==> src/rtl/systolic_result_drain.sv <==
// Result drain for the 3x3 systolic array. It snapshots c00..c22 on a rising
// done_in and streams the nine words out row-major over valid/ready. It also
// keeps a wrapping frame counter and a sticky overrun flag.
module systolic_result_drain #(
  parameter int unsigned DATA_W = 16,
  parameter int unsigned CNT_W  = 8
) (
  input  logic              clk,
  input  logic              rst,
  input  logic              done_in,
  input  logic [DATA_W-1:0] c00,
  input  logic [DATA_W-1:0] c01,
  input  logic [DATA_W-1:0] c02,
  input  logic [DATA_W-1:0] c10,
  input  logic [DATA_W-1:0] c11,
  input  logic [DATA_W-1:0] c12,
  input  logic [DATA_W-1:0] c20,
  input  logic [DATA_W-1:0] c21,
  input  logic [DATA_W-1:0] c22,
  output logic              m_valid,
  input  logic              m_ready,
  output logic [DATA_W-1:0] m_data,
  output logic [3:0]        m_index,
  output logic              m_last,
  output logic              busy,
  output logic              overrun,
  input  logic              clear_overrun,
  output logic [CNT_W-1:0]  frame_count
);

  localparam int unsigned N_WORDS  = 9;
  localparam int unsigned IDX_W    = 4;
  localparam int unsigned LAST_IDX = N_WORDS - 1;

  typedef enum logic [0:0] {
    ST_IDLE = 1'b0,
    ST_SEND = 1'b1
  } state_e;

  state_e              state_q, state_d;
  logic [IDX_W-1:0]    idx_q, idx_d;
  logic                done_dly_q, done_dly_d;
  logic                overrun_q, overrun_d;
  logic [CNT_W-1:0]    frame_count_q, frame_count_d;
  logic [DATA_W-1:0]   word_q [N_WORDS];
  logic [DATA_W-1:0]   word_d [N_WORDS];
  logic [DATA_W-1:0]   c_vec  [N_WORDS];

  logic                m_valid_q, m_valid_d;
  logic [DATA_W-1:0]   m_data_q, m_data_d;
  logic [IDX_W-1:0]    m_index_q, m_index_d;
  logic                m_last_q, m_last_d;
  logic                busy_q, busy_d;

  logic                capture_edge;
  logic                final_hs;
  logic                load;
  logic                overrun_set;

  // Gather the array results in row-major order.
  always_comb begin
    c_vec[0] = c00;
    c_vec[1] = c01;
    c_vec[2] = c02;
    c_vec[3] = c10;
    c_vec[4] = c11;
    c_vec[5] = c12;
    c_vec[6] = c20;
    c_vec[7] = c21;
    c_vec[8] = c22;
  end

  // Next-state, capture decision, overrun and registered-output decode.
  always_comb begin
    state_d       = state_q;
    idx_d         = idx_q;
    frame_count_d = frame_count_q;
    done_dly_d    = done_in;
    load          = 1'b0;
    overrun_set   = 1'b0;
    capture_edge  = done_in & ~done_dly_q;
    final_hs      = (state_q == ST_SEND) && m_ready && (idx_q == IDX_W'(LAST_IDX));

    case (state_q)
      ST_IDLE: begin
        if (capture_edge) begin
          load    = 1'b1;
          idx_d   = '0;
          state_d = ST_SEND;
        end
      end
      ST_SEND: begin
        if (m_ready) begin
          if (idx_q == IDX_W'(LAST_IDX)) begin
            frame_count_d = frame_count_q + CNT_W'(1);
            if (capture_edge) begin
              // Back-to-back frame: reload in the cycle the old one ends.
              load  = 1'b1;
              idx_d = '0;
            end else begin
              state_d = ST_IDLE;
            end
          end else begin
            idx_d = idx_q + IDX_W'(1);
          end
        end
        if (capture_edge && !final_hs) begin
          overrun_set = 1'b1;
        end
      end
      default: begin
        state_d = ST_IDLE;
        idx_d   = '0;
      end
    endcase

    // A dropped capture takes priority over a clear.
    if (overrun_set) begin
      overrun_d = 1'b1;
    end else if (clear_overrun) begin
      overrun_d = 1'b0;
    end else begin
      overrun_d = overrun_q;
    end

    for (int i = 0; i < int'(N_WORDS); i++) begin
      word_d[i] = load ? c_vec[i] : word_q[i];
    end

    m_valid_d = (state_d == ST_SEND);
    busy_d    = (state_d == ST_SEND);
    m_data_d  = '0;
    m_index_d = '0;
    m_last_d  = 1'b0;
    if (state_d == ST_SEND) begin
      m_data_d  = word_d[idx_d];
      m_index_d = idx_d;
      m_last_d  = (idx_d == IDX_W'(LAST_IDX));
    end
  end

  // Control and output registers with synchronous reset.
  always_ff @(posedge clk) begin
    if (rst) begin
      state_q       <= ST_IDLE;
      idx_q         <= '0;
      done_dly_q    <= 1'b1;
      overrun_q     <= 1'b0;
      frame_count_q <= '0;
      m_valid_q     <= 1'b0;
      m_data_q      <= '0;
      m_index_q     <= '0;
      m_last_q      <= 1'b0;
      busy_q        <= 1'b0;
    end else begin
      state_q       <= state_d;
      idx_q         <= idx_d;
      done_dly_q    <= done_dly_d;
      overrun_q     <= overrun_d;
      frame_count_q <= frame_count_d;
      m_valid_q     <= m_valid_d;
      m_data_q      <= m_data_d;
      m_index_q     <= m_index_d;
      m_last_q      <= m_last_d;
      busy_q        <= busy_d;
    end
  end

  // Snapshot buffer; its contents do not matter after reset.
  always_ff @(posedge clk) begin
    for (int i = 0; i < int'(N_WORDS); i++) begin
      word_q[i] <= word_d[i];
    end
  end

  assign m_valid     = m_valid_q;
  assign m_data      = m_data_q;
  assign m_index     = m_index_q;
  assign m_last      = m_last_q;
  assign busy        = busy_q;
  assign overrun     = overrun_q;
  assign frame_count = frame_count_q;

endmodule

==> config.mk <==
export PLATFORM = sky130hd
export DESIGN_NAME = systolic_result_drain
export DESIGN_NICKNAME = d
export VERILOG_FILES = /design/src/rtl/systolic_result_drain.sv
export SDC_FILE = /design/constraint.sdc
export NUM_CORES = 1
export LEC_CHECK = 0
export ABC_AREA = 1
export BUFFER_PORTS_ARGS = -buffer_cell sky130_fd_sc_hd__buf_2
export CORE_MARGIN = 3
export CORE_UTILIZATION = 59
export CTS_CLUSTER_SIZE = 12
export DETAILED_ROUTE_END_ITERATION = 16
export PLACE_DENSITY = 0.94
export REMOVE_ABC_BUFFERS = 1
export SKIP_LAST_GASP = 1
export SLEW_MARGIN = 20
export SYNTH_ARGS = -nofsm -noshare
export SYNTH_HDL_FRONTEND = slang
export SYNTH_SLANG_ARGS = --single-unit
==> constraint.sdc <==
create_clock -name clk -period 5.35 [get_ports clk]
set_input_delay 0.2675 -clock clk [delete_from_list [all_inputs] [get_ports clk]]
set_output_delay 0.2675 -clock clk [all_outputs]
set_load 0.03 [all_outputs]
==> qor.csv, run 1 <==
stage,metric,value,unit
run_status,status,"finished, final reports clean",
cts,Post-CTS Resized,0,
floorplan,Die Y,123.9,um
sta,Max Freq,0.3028,GHz
global_route,first-pass GRT wire length,32020,um
placed_design,routability cong.,0.8835,
cts,clock sink count,180,
synth,Synth area leader,dfxtp_1,
worst_setup_path,kind of critical path,register to register,
worst_setup_path,worst path bufs/invs,2,
cts,hold_buf cts,0,
synth,Cells after Synth,1238,
final_layout,Nets,1535,
final_layout,Antenna Cells,0,
synth,Yosys reg bits,180,
placed_design,Final HPWL DP,13150,um
synth,top post-synthesis cells by area,"dfxtp_1, nand2_1, nand3_1",
synth,Post-synth EDFFs,0,
cts,CTS Root Cell,clkbuf_16,
cts,worst-case clock buffer depth,2,
sta,setup TNS,0,ns
cts,worst-skew pair later-pin latency,0.43,ns
floorplan,initial cell density of the core,61.23,%
cts,CTS buffer count,17,
worst_setup_path,"Max stage delay cell, worst path",nand2_4,
final_layout,Layout area overhead,16.47,%
floorplan,Top Ports,181,
synth,Syn Area/Cell,6.628,um2
cts,post-CTS setup buffer count,0,
global_route,total gr overflow,0,
global_route,largest net degree at the start of global routing,111,
worst_setup_path,Worst EP required,5.67,ns
synth,Post-synth top flop,dfxtp_1,
sta,final setup fails,0,
sta,Final Skew,0.007613,ns
synth,YS warnings,0,
worst_setup_path,crit end category,register,
sta,RSZ-0062 raised after global routing,false,
synth,cell area after synthesis,8205,um2
sta,Tmin final,3.303,ns
synth,post-synthesis cell type count,29,
drt,final WL,20700,um
drt,remaining antenna violation count,0,
drt,wl on met1,8679,um
sta,"Period Utilization, post-route",61.74,%
final_layout,# fillers,1065,
global_route,GRT Util Overall,26.43,%
pwr,P per Cell Area,385.0,nW/um2
flow_run,max-cap violation count,0,
worst_setup_path,crit-path leading delay family,simple AND/OR/NAND/NOR gates,
cts,H-tree depth,4,
worst_setup_path,CP max FO,107,
worst_setup_path,"Cell Chain, Critical Path",nor2_4 -> nand2_2 -> nand2_4 -> buf_4 -> nand2_1 -> nand2_1 -> nand2_1 -> nand3_1 -> nand2_1 -> inv_1 -> nand2_1 -> nand2_1 -> nand2_1,
worst_setup_path,"most used cell, CP",nand2_1,
floorplan,die area,15360,um2
final_layout,layout cell share with drive strength beyond 1,17.12,%
pwr,Pleak,5.592,nW
global_route,vias in the first global route,7137,
drt,met2 wire len,9859,um
drt,Top Layer Used,met4,
synth,most frequent cell after synthesis,nand2_1,
sta,Relative slew margins,25.27,%
synth,share of the yosys chip area belonging to registers,43.92,%
drt,initial drt markers,844,
drt,vias per std cell,5.116,
pwr,Max VDD drop,203.5,uV
drt,Routed WL per cell,13.17,um
drt,vias,8042,
drt,TritonRoute pass-1 iters,6,
synth,ys async rst share,0,%
synth,top cell type's share of synthesized area,43.92,%
cts,CTS tree,built,
sta,Max Slew Vio Count,0,
drt,met3 wire len,1602,um
synth,"top cells by count, synth","nand2_1, inv_1, nand3_1, dfxtp_1, buf_2",
worst_setup_path,flop2flop setup slack,2.05,ns
worst_setup_path,CP max stage delay,0.89,ns
global_route,initial antenna violation count,0,
hold_path,HP Class,primary input to register,
worst_setup_path,"Arr. time, crit path",3.63,ns
floorplan,FP Rows,42,
floorplan,Core Box Area,13400,um2
drt,drt drc,0,
floorplan,chip width,123.9,um
sta,Min Hold Slack,0.06058,ns
placed_design,Port Buf Inserts,180,
sta,Slew @ Worst Pin,1.121,ns
worst_setup_path,Startpoint Class,register,
cts,"CTS clk-pin slew, worst paths",0.07,ns
sta,final hold vios,0,
## layout by cell type, fill, tap and decap left out
| master | n |
|---|---|
| nand2_1 | 522 |
| inv_1 | 200 |
| nand3_1 | 184 |
| dfxtp_1 | 180 |
| buf_2 | 180 |
| clkbuf_16 | 17 |
| nor2_1 | 14 |
| nand4_1 | 14 |
| o21ai_0 | 14 |
| a21oi_1 | 9 |
| nand2_2 | 6 |
| nand3b_1 | 6 |
| clkinvlp_4 | 5 |
| inv_2 | 4 |
| o21ai_1 | 4 |
| clkinv_2 | 4 |
| buf_4 | 4 |
| nor2_4 | 3 |
| nand2_4 | 3 |
| nor3_1 | 3 |
| ha_1 | 3 |
| clkbuf_8 | 3 |
| nand3_2 | 2 |
| nor4_1 | 2 |
| nand3_4 | 1 |
| inv_4 | 1 |
| o211ai_1 | 1 |
| nor2_8 | 1 |
| o21ai_2 | 1 |
| nor2_2 | 1 |
| nor3b_1 | 1 |
| clkinv_4 | 1 |
| inv_6 | 1 |
| bufinv_16 | 1 |
## power breakdown
group | switching, mW | internal [mW]
Sequential | 0.0715 | 1.61
Clock | 0.513 | 0.676
Combinational | 0.517 | 0.291
## metrics by stage
| stage | cells | setup WS [ns] | power (mW) | utilization [%] | instance area [um2] |
|---|---|---|---|---|---|
| after floorplan | 1180 | 2.421 | 2.269 | - | 7826 |
| after global placement | 1540 | 2.181 | 2.454 | 67.05 | 8985 |
| after detailed placement | 1540 | 2.055 | 2.492 | 67.05 | 8985 |
| after CTS | 1572 | 2.073 | 3.680 | 71.32 | 9557 |
| after global routing | 1572 | 1.685 | 3.878 | 71.32 | 9557 |
| final | 1572 | 2.047 | 3.679 | 71.32 | 9557 |
## logic make-up (layout without fill, tap and decap cells)
kind of cell | Yosys count | count (layout) | synth area share (%)
buffers and inverters | 263 | 421 | 14.03
AOI/OAI and AO/OA | 29 | 29 | 1.845
adders and majority gates | 3 | 3 | 0.4575
DFF | 180 | 180 | 43.92
and+or+nand+nor | 763 | 763 | 39.75
## cell type report
cell class              count  area, um2  area share (%)
well taps                 176      220.2           2.304
clock inverters            12      105.1           1.100
flip-flops and latches    180       3603           37.71
multi-input cells         795       3458           36.19
repair buffers            184      930.9           9.741
clock buffers              20      466.7           4.883
inverters                 205      772.0           8.078
## flip-flops by register name (all words and copies together) (netlist names)
| register | count |
|---|---|
| m_data | 16 |
| frame_count | 8 |
| done_dly_q | 1 |
| busy | 1 |
| word_q | 144 |
| m_last | 1 |
| idx_q | 4 |
| overrun | 1 |
| m_index | 4 |
## routing by layer
layer,vias up,GRT usage (%)
met5,-,0
met4,0,11.70
met3,49,4.541
met2,392,44.27
met1,3553,33.51
li1,4048,-
## worst register-to-register path, cell delays in order (launching register included)
cell and delay (ns):
dfxtp_1 0.34, nor2_4 0.40, nand2_2 0.44, nand2_4 0.89, buf_4 0.49, nand2_1 0.12
nand2_1 0.12, nand2_1 0.06, nand3_1 0.10, nand2_1 0.06, inv_1 0.04, nand2_1 0.05
nand2_1 0.05, nand2_1 0.05
## path summary, 6_finish.rpt
kind | start | depth (start not counted) | end
worst min register to register | word_q[0][110]$_DFF_P_ | 2 | word_q[0][110]$_DFF_P_
worst max register to register | done_dly_q$_SDFF_PP1_ | 13 | m_data[2]$_SDFF_PP0_
worst min-delay path | c11[3] | 3 | word_q[0][67]$_DFF_P_
worst max-delay path | done_dly_q$_SDFF_PP1_ | 13 | m_data[2]$_SDFF_PP0_
No activity file was read; power rests on OpenSTA's default activity.
==> run 2: changes to the inputs <==
CORE_UTILIZATION = 54   (was 59)
PLACE_DENSITY = 0.87   (was 0.94)
clock period = 3.24 ns   (was 5.35 ns; I/O delays follow)
==> run 2 against run 1 <==
Against the previous run:
- final area rose by 8.4%
- sequential power rose by 66%
- via count is 2.6% higher
- largest cell class unchanged
- utilization shrank 0.86 points
- sequential share of layout area is 2.9 points lower
- maximum frequency increased by 26%
- routed wire length up 8.5%
- total power up 71%
- first-iteration DRC count shrank 13%
==> qor.csv, run 2 (synthesis gave the netlist of run 1 again) <==
stage,metric,value,unit,change
run_status,status,"finished, final reports clean",,unchanged
worst_setup_path,worst setup path endpoint,m_data[1]$_SDFF_PP0_,,was m_data[2]$_SDFF_PP0_
sta,setup TNS,0,ns,unchanged
worst_setup_path,CP max FO,42,,was 107
floorplan,die area,16710,um2,was 15360 um2
cts,worst-skew pair later-pin latency,0.43,ns,about the same
worst_setup_path,reg-to-reg startpoint,idx_q[1]$_SDFF_PP0_,,was done_dly_q$_SDFF_PP1_
final_layout,most frequent cells in the layout,"nand2_1, inv_1, nand3_1",,unchanged
sta,Max Slew Vio Count,0,,unchanged
drt,initial drt markers,731,,was 844
drt,remaining antenna violation count,0,,unchanged
global_route,total gr overflow,0,,unchanged
worst_setup_path,worst setup path startpoint,idx_q[1]$_SDFF_PP0_,,was done_dly_q$_SDFF_PP1_
floorplan,initial cell density of the core,55.82,%,was 61.23%
global_route,vias in the first global route,7777,,was 7137
global_route,initial antenna violation count,0,,unchanged
placed_design,placed inst area,9065,um2,was 8985 um2
final_layout,max reg flops,144,,unchanged
cts,CTS tree,built,,unchanged
worst_setup_path,Worst EP required,3.61,ns,was 5.67 ns
hold_path,HP Class,primary input to register,,unchanged
global_route,first-pass GRT wire length,36010,um,was 32020 um
worst_setup_path,worst r2r dst,m_data[1]$_SDFF_PP0_,,was m_data[2]$_SDFF_PP0_
drt,vias,8255,,was 8042
sta,final hold vios,0,,unchanged
sta,setup ws final,0.6118,ns,was 2.047 ns
final_layout,Layout area overhead,26.21,%,was 16.47%
drt,final WL,22460,um,was 20700 um
floorplan,Core Box Area,14700,um2,was 13400 um2
floorplan,Die Y,129.3,um,was 123.9 um
cts,H-tree depth,4,,unchanged
sta,Final Skew,0.009170,ns,was 0.007613 ns
final_layout,layout cell share with drive strength beyond 1,16.52,%,was 17.12%
sta,RSZ-0062 raised after global routing,false,,unchanged
placed_design,worst slack at placement,0.7565,ns,was 2.055 ns
cts,Post-CTS Resized,0,,unchanged
worst_setup_path,crit end category,register,,unchanged
global_route,largest net degree at the start of global routing,88,,was 111
pwr,Net Sw Power,1.845,mW,was 1.102 mW
pwr,power share of the combinational group,22.8,%,was 22.0%
drt,TritonRoute pass-1 iters,6,,unchanged
final_layout,cell area after layout,10360,um2,was 9557 um2
worst_setup_path,CP max stage delay,0.46,ns,was 0.89 ns
sta,Tmin final,2.628,ns,was 3.303 ns
worst_setup_path,"Cell Chain, Critical Path",inv_1 -> ha_1 -> nand3_2 -> nand2_2 -> nand3_4 -> buf_4 -> nand2_1 -> nand2_1 -> nand2_1 -> nand3_1 -> nand3_1 -> nand3_1 -> nand2_1,,was nor2_4 -> nand2_2 -> nand2_4 -> buf_4 -> nand2_1 -> nand2_1 -> nand2_1 -> nand3_1 -> nand2_1 -> inv_1 -> nand2_1 -> nand2_1 -> nand2_1
worst_setup_path,"Arr. time, crit path",3.00,ns,was 3.63 ns
worst_setup_path,"most used cell, CP",nand2_1,,unchanged
final_layout,"commonest non-fill, non-tap cell in the layout",nand2_1,,unchanged
sta,Min Hold Slack,0.01268,ns,was 0.06058 ns
cts,CTS Root Cell,clkbuf_16,,unchanged
final_layout,Non-Filler Instances,1656,,was 1572
cts,clock sink count,180,,unchanged
sta,Slew @ Worst Pin,1.016,ns,was 1.121 ns
pwr,Max VDD drop,395.1,uV,was 203.5 uV
worst_setup_path,reg2reg path depth,13,,unchanged
cts,CTS buffer count,17,,unchanged
pwr,Sequential Power Share,44.3,%,was 45.7%
pwr,Pleak,5.947,nW,was 5.592 nW
sta,"Period Utilization, post-route",81.12,%,was 61.74%
sta,final setup fails,0,,unchanged
cts,post-CTS setup buffer count,0,,unchanged
floorplan,chip width,129.3,um,was 123.9 um
drt,vias per std cell,4.985,,was 5.116
placed_design,routability cong.,0.8525,,was 0.8835
cts,worst-case clock buffer depth,2,,unchanged
worst_setup_path,Startpoint Class,register,,unchanged
sta,Max Freq,0.3805,GHz,was 0.3028 GHz
placed_design,Final HPWL DP,13940,um,was 13150 um
drt,Routed WL per cell,13.56,um,was 13.17 um
pwr,switching share of power,29.34,%,was 29.95%
drt,drt drc,0,,unchanged
floorplan,Top Ports,181,,unchanged
floorplan,FP Rows,44,,was 42
sta,Relative slew margins,32.20,%,was 25.27%
final_layout,Nets,1610,,was 1535
placed_design,Port Buf Inserts,180,,unchanged
final_layout,Biggest register,word_q,,unchanged
cts,hold_buf cts,68,,was 0
final_layout,fin util,70.45,%,was 71.32%
pwr,clock group share of total power,32.9,%,was 32.3%
placed_design,placed insts,1554,,was 1540
pwr,internal power,4.443,mW,was 2.578 mW
flow_run,max-cap violation count,0,,unchanged
pwr,Final Power,6.288,mW,was 3.679 mW
cts,"CTS clk-pin slew, worst paths",0.06,ns,was 0.07 ns
worst_setup_path,flop2flop setup slack,0.61,ns,was 2.05 ns
global_route,GRT Util Overall,26.80,%,was 26.43%
pwr,P per Cell Area,607.1,nW/um2,was 385.0 nW/um2
worst_setup_path,"Max stage delay cell, worst path",nand3_4,,was nand2_4
worst_setup_path,kind of critical path,register to register,,unchanged
-- run 2: changes by cell type in the layout (fill, tap and decap cells not counted), moves of 2 or more --
cell	previous run	this run
clkbuf_1	0	2
buf_4	4	8
dlygate4sd3_1	0	69
buf_12	0	2
clkinvlp_4	5	1
clkbuf_8	3	5
-- run 2: power groups by stage --
stage | Combinational [mW] | Sequential [mW] | Clock (mW)
finish | 1.43 | 2.79 | 2.07
global route | 1.63 | 2.82 | 2.19
CTS | 1.41 | 2.78 | 2.08
detailed placement | 1.33 | 2.82 | 0
global placement | 1.28 | 2.81 | 0
floorplan | 0.908 | 2.84 | 0
-- run 2: per-layer routing --
layer	routed length (um)	up-vias	global-route usage [%]
li1	-	4186	-
met1	9618	3687	33.62
met2	10620	307	44.02
met3	1450	75	5.606
met4	770	0	13.03
met5	0	-	0
-- run 2: critical path, delay by kind of cell (launching register included) --
family,cells,cell delay (ns)
AND/OR/NAND/NOR,10,1.51
buffers and inverters,2,0.51
flip-flops,1,0.33
adder cells (fa/ha/maj),1,0.20
-- run 2: how the worst min path moves through the flow --
| stage | slack, ns | start | to | depth (start not counted) |
|---|---|---|---|---|
| floorplan | 0.23 | rst | idx_q[3]$_SDFF_PP0_ | 1 |
| global placement | 0.38 | c02[15] | word_q[0][47]$_DFF_P_ | 3 |
| detailed placement | 0.38 | c02[15] | word_q[0][47]$_DFF_P_ | 3 |
| CTS | 0.0009 | c22[9] | word_q[0][137]$_DFF_P_ | 3 |
| global route | 0.002 | c00[2] | word_q[0][2]$_DFF_P_ | 3 |
| finish | 0.01 | c22[9] | word_q[0][137]$_DFF_P_ | 3 |
-- run 2: area by class of cell --
type                       count  area, um2
clock buffer                  24      501.7
sequential                   180       3603
clock inverter                 8      96.34
inverter                     205      772.0
fill                        1179       4343
antenna                        1      2.502
tap                          184      230.2
timing repair buffer         259       1692
multi-input combinational    795       3458
